$ cat src/rtl/mux_arb_pkg.sv
// rtl/mux_arb_pkg.sv - shared types, defaults and helpers for the round-robin mux arbiter
package mux_arb_pkg;

    localparam int MUX_ARB_MAX_N         = 16;
    localparam int MUX_ARB_DEF_N         = 13;
    localparam int MUX_ARB_DEF_MAX_BURST = 4;

    typedef enum logic {
        IDLE  = 1'b0,
        GRANT = 1'b1
    } state_t;

    function automatic logic [MUX_ARB_MAX_N-1:0] onehot(input int idx, input int n);
        logic [MUX_ARB_MAX_N-1:0] v;
        v = '0;
        for (int i = 0; i < MUX_ARB_MAX_N; i++) begin
            if (i < n && i == idx) v[i] = 1'b1;
        end
        return v;
    endfunction

endpackage

$ cat src/rtl/mux_rr_arbiter_if.sv
// rtl/mux_rr_arbiter_if.sv - requester/downstream bundle; MUX_ARB_LOCK_EN adds the lock input
interface mux_rr_arbiter_if
    import mux_arb_pkg::*;
#(
    parameter int N     = MUX_ARB_DEF_N,
    parameter int SEL_W = $clog2(N)
);
    logic [N-1:0]     req;
    logic [N-1:0]     data_in;
    logic             out_ready;
    logic             out_valid;
    logic             out_data;
    logic [SEL_W-1:0] sel;
    logic [N-1:0]     grant;
    logic             busy;
`ifdef MUX_ARB_LOCK_EN
    logic             lock;

    modport master (input req, data_in, out_ready, lock,
                    output out_valid, out_data, sel, grant, busy);
    modport slave  (output req, data_in, out_ready, lock,
                    input out_valid, out_data, sel, grant, busy);
`else
    modport master (input req, data_in, out_ready,
                    output out_valid, out_data, sel, grant, busy);
    modport slave  (output req, data_in, out_ready,
                    input out_valid, out_data, sel, grant, busy);
`endif
endinterface

$ cat src/rtl/mux_rr_pick.sv
// rtl/mux_rr_pick.sv - combinational round-robin finder: first set req after index last
module mux_rr_pick
#(
    parameter int N     = 13,
    parameter int SEL_W = $clog2(N)
) (
    input  logic [N-1:0]     req,
    input  logic [SEL_W-1:0] last,
    output logic [SEL_W-1:0] idx,
    output logic             found
);

    // Walk from farthest to nearest so the nearest candidate after last wins.
    always_comb begin
        int j;
        idx   = '0;
        found = 1'b0;
        j     = 0;
        for (int k = N; k >= 1; k--) begin
            j = (int'(last) + k) % N;
            if (req[j]) begin
                idx   = SEL_W'(j);
                found = 1'b1;
            end
        end
    end

endmodule

$ cat src/rtl/mux_rr_arbiter.sv
// rtl/mux_rr_arbiter.sv - round-robin burst arbiter driving an N:1 bit-mux tree
// Optional burst lock when MUX_ARB_LOCK_EN is defined.
module mux_rr_arbiter
    import mux_arb_pkg::*;
#(
    parameter int N         = MUX_ARB_DEF_N,
    parameter int MAX_BURST = MUX_ARB_DEF_MAX_BURST
) (
    input  logic                clk,
    input  logic                rst,
    mux_rr_arbiter_if.master    bus
);

    localparam int SEL_W = $clog2(N);
    localparam int BC_W  = (MAX_BURST > 1) ? $clog2(MAX_BURST) : 1;
    localparam int P     = 1 << SEL_W;
    localparam logic [BC_W-1:0] LIMIT = BC_W'(MAX_BURST - 1);

    state_t           state, state_nx;
    logic [SEL_W-1:0] sel_q, sel_nx, last_q, last_nx;
    logic [N-1:0]     grant_q, grant_nx;
    logic [BC_W-1:0]  beat_q, beat_nx;
    logic [SEL_W-1:0] pick_idx;
    logic             pick_found;
    logic             valid, xfer, at_limit, hold_burst;

    mux_rr_pick #(.N(N), .SEL_W(SEL_W)) u_pick (
        .req   (bus.req),
        .last  (last_q),
        .idx   (pick_idx),
        .found (pick_found)
    );

    assign valid    = (state == GRANT) && bus.req[sel_q];
    assign xfer     = valid && bus.out_ready;
    assign at_limit = (beat_q == LIMIT);
`ifdef MUX_ARB_LOCK_EN
    assign hold_burst = bus.lock;
`else
    assign hold_burst = 1'b0;
`endif

    always_ff @(posedge clk or posedge rst) begin
        if (rst) begin
            state   <= IDLE;
            sel_q   <= '0;
            last_q  <= SEL_W'(N - 1);
            grant_q <= '0;
            beat_q  <= '0;
        end else begin
            state   <= state_nx;
            sel_q   <= sel_nx;
            last_q  <= last_nx;
            grant_q <= grant_nx;
            beat_q  <= beat_nx;
        end
    end

    always_comb begin
        state_nx = state;
        sel_nx   = sel_q;
        last_nx  = last_q;
        grant_nx = grant_q;
        beat_nx  = beat_q;
        unique case (state)
            IDLE: begin
                if (pick_found) begin
                    sel_nx   = pick_idx;
                    last_nx  = pick_idx;
                    grant_nx = N'(onehot(int'(pick_idx), N));
                    beat_nx  = '0;
                    state_nx = GRANT;
                end
            end
            GRANT: begin
                if (!bus.req[sel_q]) begin
                    state_nx = IDLE;
                    grant_nx = '0;
                    beat_nx  = '0;
                end else if (xfer) begin
                    // A locked burst parks the counter at the limit instead of releasing.
                    if (!at_limit) begin
                        beat_nx = beat_q + 1'b1;
                    end else if (!hold_burst) begin
                        state_nx = IDLE;
                        grant_nx = '0;
                        beat_nx  = '0;
                    end
                end
            end
            default: state_nx = IDLE;
        endcase
    end

    // Binary tree of 2:1 muxes; level l consumes sel bit l-1, unused leaves tied low.
    for (genvar l = 0; l <= SEL_W; l++) begin : g_lvl
        logic [(P >> l)-1:0] v;
        if (l == 0) begin : g_leaf
            assign v = P'(bus.data_in);
        end else begin : g_node
            for (genvar k = 0; k < (P >> l); k++) begin : g_m
                assign v[k] = sel_q[l-1] ? g_lvl[l-1].v[2*k+1] : g_lvl[l-1].v[2*k];
            end
        end
    end

    assign bus.out_data  = g_lvl[SEL_W].v[0];
    assign bus.out_valid = valid;
    assign bus.busy      = (state == GRANT);
    assign bus.sel       = sel_q;
    assign bus.grant     = grant_q;

endmodule

$ cat src/flat_wrapper.sv
// flat-port wrapper written by rule: the top's interface ports become plain ports
module mux_rr_arbiter_flat import mux_arb_pkg::*;
#(
    parameter int N         = MUX_ARB_DEF_N,
    parameter int MAX_BURST = MUX_ARB_DEF_MAX_BURST
)
  (clk, rst, bus_req, bus_data_in, bus_out_ready, bus_out_valid, bus_out_data, bus_sel, bus_grant, bus_busy);
  mux_rr_arbiter_if #(.N(N)) bus_i ();
  input  logic clk;
  input  logic rst;
  input wire logic [$bits(bus_i.req)-1:0] bus_req;
  input wire logic [$bits(bus_i.data_in)-1:0] bus_data_in;
  input wire logic [$bits(bus_i.out_ready)-1:0] bus_out_ready;
  output wire logic [$bits(bus_i.out_valid)-1:0] bus_out_valid;
  output wire logic [$bits(bus_i.out_data)-1:0] bus_out_data;
  output wire logic [$bits(bus_i.sel)-1:0] bus_sel;
  output wire logic [$bits(bus_i.grant)-1:0] bus_grant;
  output wire logic [$bits(bus_i.busy)-1:0] bus_busy;
  assign bus_i.req = bus_req;
  assign bus_i.data_in = bus_data_in;
  assign bus_i.out_ready = bus_out_ready;
  assign bus_out_valid = bus_i.out_valid;
  assign bus_out_data = bus_i.out_data;
  assign bus_sel = bus_i.sel;
  assign bus_grant = bus_i.grant;
  assign bus_busy = bus_i.busy;
  mux_rr_arbiter #(.N(N), .MAX_BURST(MAX_BURST)) u_core (.clk(clk), .rst(rst), .bus(bus_i));
endmodule
$ cat config.mk
export PLATFORM = sky130hd
export DESIGN_NAME = mux_rr_arbiter_flat
export DESIGN_NICKNAME = d
export VERILOG_FILES = /design/src/rtl/mux_arb_pkg.sv /design/src/rtl/mux_rr_arbiter_if.sv /design/src/rtl/mux_rr_pick.sv /design/src/rtl/mux_rr_arbiter.sv /design/src/flat_wrapper.sv
export SDC_FILE = /design/constraint.sdc
export NUM_CORES = 1
export LEC_CHECK = 0
export BUFFER_PORTS_ARGS = -buffer_cell sky130_fd_sc_hd__buf_2
export CAP_MARGIN = 5
export CORE_AREA = 5 5 151 189
export DETAILED_ROUTE_END_ITERATION = 10
export DIE_AREA = 0 0 156 194
export PLACE_DENSITY_LB_ADDON = 0.05
export REMOVE_ABC_BUFFERS = 1
export SLEW_MARGIN = 25
export SYNTH_ARGS = -nofsm -noshare
export SYNTH_HDL_FRONTEND = slang
export SYNTH_HIERARCHICAL = 1
export SYNTH_SLANG_ARGS = --single-unit
$ cat constraint.sdc
create_clock -name clk -period 12 [get_ports clk]
set_input_delay 0.6 -clock clk [delete_from_list [all_inputs] [get_ports clk]]
set_output_delay 0.6 -clock clk [all_outputs]
set_load 0.01 [all_outputs]
-- Word-level counts from Yosys, hierarchy flattened
Index checks and enable logic that the tools add are counted.
- add/subtract/negate cells: 14
- divide/modulo/power cells: 13
- $lt $le $gt $ge: 14
- eq/ne operators: 16
- multiplexer cells: 109
- bitwise operators: 1
- reductions and logical operators: 6
- operators with widths (cell ; number):
    less-than comparator 32 x 6 -> 1 bit (second input constant) ; 13
    remainder unit 32 x 5 -> 32 bit (second input constant) ; 13
    2-to-1 mux 1 bit ; 71
    binary-select mux 1 bit (select 4 bit) ; 14
    2-to-1 mux 13 bit ; 4
    2-to-1 mux 4 bit ; 13
    equality test 4 bit (first input constant) ; 8
    adder 4 x 4 -> 5 bit (second input constant) ; 6
    case mux 13 bit (2 select lines) ; 1
    adder 4 x 3 -> 5 bit (second input constant) ; 4
    equality test 3 x 4 -> 1 bit (first input constant) ; 3
    adder 4 x 2 -> 5 bit (second input constant) ; 2
    2-to-1 mux 2 bit ; 4
    inequality test 3 bit (second input constant) ; 2
    adder 4 x 1 -> 5 bit (second input constant) ; 1
    less-than comparator 4 x 5 -> 1 bit (second input constant) ; 1
    equality test 2 x 4 -> 1 bit (first input constant) ; 1
    zero test 4 bit ; 1
    case mux 2 bit (2 select lines) ; 1
    AND reduction 2 bit ; 2
    AND reduction 3 bit ; 1
    adder 2 x 1 -> 2 bit (second input constant) ; 1
    equality test 2 bit (second input constant) ; 1
    logical AND 1 bit ; 2
    other kinds (3) ; 3
- register bits: 24
- input bits: 29
- output and inout bits: 20
- word-level logic and storage cells: 178

-- Depth between registers and ports, before layout
- word-level depth: 22
- depth in mapped cells: 35

-- Cells and area by module
The synthesis kept the hierarchy.
- by module, submodules not included (module ; times used ; cells each ; area an instance (um2) ; sequential area each (um2)):
    mux_rr_pick ; 1 ; 1042 ; 7893.8 ; 0.0
    mux_rr_arbiter ; 1 ; 113 ; 1189.9 ; 553.0

-- Worst setup path after synthesis
Ideal clock, no wire load.
- path type: register -> register
- start point: register u_core.sel_q[0] (netlist: u_core/bus.sel[0])
- end point: register u_core.grant_q[1] (netlist: u_core/bus.grant[1])
- setup time: 64 ps
- arrival: 7751 ps
- data required time: 11936 ps
- path slack: 4185 ps
- stages on the path, launching flop included: 35
- path buffers: 10
- period minus slack after synthesis: 7815 ps
- path through: dfrtp_1 -> buf_2 -> buf_2 -> buf_2 -> buf_4 -> buf_2 -> buf_2 -> buf_1 -> clkbuf_1 -> inv_1 -> ha_1 -> clkbuf_1 -> inv_2 -> ha_1 -> or3b_1 -> nand2_1 -> nor3_1 -> nor2_4 -> inv_2 -> ha_1 -> nand2b_1 -> o2111ai_1 -> and3_4 -> buf_4 -> nor2_1 -> xnor2_1 -> mux2i_4 -> nor2_1 -> nor2_1 -> or4b_1 -> o22ai_1 -> nand2_1 -> or2_2 -> nor3_1 -> a21o_1
- word-level cells in the longest chain between the ends: 6
- ends and longest elaborated chain (element ; RTL line ; text):
    start: declaration ; mux_rr_arbiter.sv:20 ; logic [SEL_W-1:0] sel_q, sel_nx, last_q, last_nx;
    start signal: assignment ; mux_rr_arbiter.sv:52 ; sel_q <= sel_nx;
    binary-select mux 1 bit (select 4 bit) * ; mux_rr_arbiter.sv:34, mux_rr_arbiter.sv:76 ;
    2-to-1 mux 1 bit (implied by the code) * ; mux_rr_arbiter.sv:34, mux_rr_arbiter.sv:76 ;
    logical AND 1 bit ; mux_rr_arbiter.sv:34 ; assign valid = (state == GRANT) && bus.req[sel_q];
    logical AND 1 bit ; mux_rr_arbiter.sv:35 ; assign xfer = valid && bus.out_ready;
    inequality test 3 bit (no line) ; n/a ;
    AND reduction 3 bit (no line) ; n/a ;
    end signal: assignment ; mux_rr_arbiter.sv:54 ; grant_q <= grant_nx;
    end: declaration ; mux_rr_arbiter.sv:21 ; logic [N-1:0] grant_q, grant_nx;
Mark *: on every way between the ends. The rest lies on a longest branch, timed or not. The select of a mux whose other input is x is not followed.
A chain may end at the register's enable or synchronous reset.

-- Final worst setup path
- start point: register u_core.sel_q[0] (netlist: u_core/bus.sel[0])
- end point: register u_core.grant_q[6] (netlist: u_core/bus.grant[6])
The elaborated chain is that of the path after synthesis.

==> impl_results.md <==
* I/O pins at 49
* Gpl congestion at 0.908
* Final instance area at 9510 µm²
* Post-synthesis mux area share at 16.8%
* Post-Synth Adder-Cell Area at 8.93%
* Final wirelength at 37000 µm
* Area Growth Syn to Fin at 4.74%
* Max Cap Viol at 0
* H-tree levels at 1
* Largest net degree at the start of global routing at 51
* Post-Route Skew at 0.00555 ns
* Via count at 9315
* Main combinational cell family by area after synthesis: compound AO/OA/AOI/OAI gates
* Most frequent cells in the layout: nor2_1 (99), nand2_1 (86), a21oi_1 (70)
* Critical Path Fanout Max at 31
* RSZ-0062 raised after global routing: false
* Routed Antenna Nets at 0
* Drt wl/cell at 25.0 µm
* Cell area after synthesis at 9080 µm²
* CP Cell Sequence: inv_1 > ha_1 > buf_4 > inv_2 > ha_1 > o31ai_2 > a211oi_1 > nand2_1 > xnor2_2 > inv_1 > ha_1 > o221ai_1 > a21oi_1 > xnor2_1 > a211oi_1 > a211oi_1 > nor2_1 > mux2i_1 > mux2i_1 > o2111ai_1 > a21oi_1 > nand2b_1 > o2bb2ai_1
* Seq/Total Area, Yosys at 6.09%
* FMAX at 134 MHz
* Hold_buf cts at 0
* Diodes inserted at 0
* Post-synth top flop: dfrtp_1
* CTS Buffer Depth at 2
* Slew Viols, Final at 0
* Top cell type's share of synthesized area at 8.82%
* Hold crit path type: flip-flop to flip-flop
* Ys Warns at 6
* Top post-synthesis cells by area: ha_1 (8.8%), mux4_2 (7.7%), mux2i_1 (6.4%), dfrtp_1 (5.5%), nor2_1 (4.1%)
* CTS Buf Count at 3
* Cells after Synth at 1155
* GRT Total Usage at 23.6%
* XOR/XNOR Fraction of Synth Area at 6.06%
* Share of cells above drive strength 1 at 17.5%
* Leading cell type in the layout, fill and taps excluded: nor2_1
* Synth Area in Simple Gates at 23.5%
* Fin worst setup slack at 4.52 ns
* Seq cells post-synth at 22
* Crit end category: flip-flop
* Initial antenna violation count at 0
* Drt pass-1 iters at 5
* Iteration-0 DRC Markers at 612
* CP max stage delay at 0.71 ns
* Synth cell types at 125
* Post-Syn Area per Cell at 7.86 µm²
* Grt ovf at 0
* Num rows at 67
* Area of the die at 30300 µm²
* Cell Area, Placed at 9410 µm²
* DRC at 0
* Setup crit start kind: flip-flop
* Post-CTS setup repair buffer count at 0
* CP Data Required Time at 12.18 ns
* Tmin final at 7.48 ns
* Async SR Flop Fraction at 100%
* Slowest-stage cell, CP: dfrtp_4
* Status: complete, no violations
* I/O Buffers at 48
* Clk sinks at 22
* Final setup TNS at 0 ns
* Worst rel slew slack at 34.6%
* Final Hold Fails at 0
* Worst-margin pin slew at 0.974 ns
* Synth Area in Compound Gates at 31.4%
* Setup violators final at 0
* First-pass GRT wire length at 56500 µm
* Die H at 194 µm
* Initial Util at 34.2%
* Clk Tree Root Cell: clkbuf_16
* Hold slack at 0.484 ns
* Final nets at 1226
* Crit path DAT at 7.66 ns
* Clock latency on the worst-skew pair at 0.26 ns
* EDFF count, synth at 0
* Vias in the first global route at 9255
* Post-cts repair resize count at 0
* Ratio of final minimum period to clock period at 62.3%
* CTS tree: yes
* Largest area contributor in the synthesized netlist: ha_1
* DPL Wire Length at 27400 µm
* Routed vias/inst at 6.31
* Area of the core at 26600 µm²
* DIE WIDTH at 156 µm
* Clock Pin Slew Worst Setup and Hold Paths at 0.06 ns
* Place WS at 4.72 ns
* Setup CP Type: flip-flop to flip-flop
==> state kept, by name (all words and copies together) (netlist names) <==
register / cells
u_core/bus.grant: 13
u_core/last_q: 2
u_core/bus.busy: 1
u_core/beat_q: 2
u_core/bus.sel: 4
==> critical path, delay by kind of cell, from the launching register on <==
family	cells	cell delay [ns]
AOI/OAI and AO/OA	9	2.50
buffers and inverters	4	1.17
adders and majority gates	3	1.03
xor gates and xnor gates	2	0.84
DFF	1	0.71
and+or+nand+nor	3	0.64
muxes	2	0.46
==> cell families after synthesis <==
group                      count (synthesis)
xor gates and xnor gates                  50
adders and majority gates                 65
DFF                                       22
AOI/OAI and AO/OA                        369
and+or+nand+nor                          398
buffers and inverters                    142
muxes                                    109
==> cells in the mapped netlist (7+ instances only) <==
library cell  number
inv_2              8
or3_1              7
o21a_1            11
nand3b_1           7
a21oi_1           70
o31ai_1           10
buf_2             26
a22oi_1            8
xnor2_2            7
o21ai_1           15
ha_1              64
or2_2              7
a211o_1            8
o2111ai_1          8
o31a_1             7
dfrtp_1           20
a211oi_1          26
inv_1             45
a311oi_1           7
a221oi_1           7
buf_1              7
a21o_1            15
buf_4              8
o211ai_1          14
o2bb2ai_1         12
mux4_2            31
nand2b_1          25
nor3b_1           10
nand2_1           86
a31oi_1           10
nor3_1            31
mux2_2            15
nor2_1            99
mux2i_1           58
and2_1             9
clkbuf_1          40
o21ai_0           41
nor2b_1           20
xnor2_1           33
nor4_1            11
nand3_1           27
==> stage by stage <==
step	util (%)	std cells
CTS	35.8	1477
floorplan	-	1067
global route	35.8	1477
detailed placement	35.4	1473
finish	35.8	1477
global placement	35.4	1473
==> final timing paths <==
check	from	endpoint	slack, ns	cells past startpoint
setup reg to reg	u_core/bus.sel[0]	u_core/bus.grant[6]	4.52	23
hold reg to reg	u_core/bus.grant[0]	u_core/bus.grant[0]	0.48	1
setup / recovery	u_core/bus.sel[0]	u_core/bus.grant[6]	4.52	23
hold / removal	u_core/bus.grant[0]	u_core/bus.grant[0]	0.48	1
max in group asynchronous	rst	u_core/bus.sel[0]	10.88	2
min in group asynchronous	rst	u_core/beat_q[1]	0.50	2
==> layout make-up <==
cell class	instances	area (µm²)
inverter	54	203
tap	345	432
clock buffer	3	75.1
clock inverter	1	30.0
multi-input combinational	991	7880
fill	2815	17100
timing repair buffer	61	338
sequential	22	558
==> metal layers <==
metal	global-route usage, %	vias up	part of all wire [%]	wire length (µm)
met3	1.94	66	4.3	1580
met2	40.1	308	49	18000
met1	30.7	4594	43	15800
li1	-	4347	-	-
met5	0	-	0	0
met4	9.50	0	4.2	1570
Power is left out: the tool's default activity adds up to more than one toggle a clock period on the data nets, which glitch-free logic cannot reach.
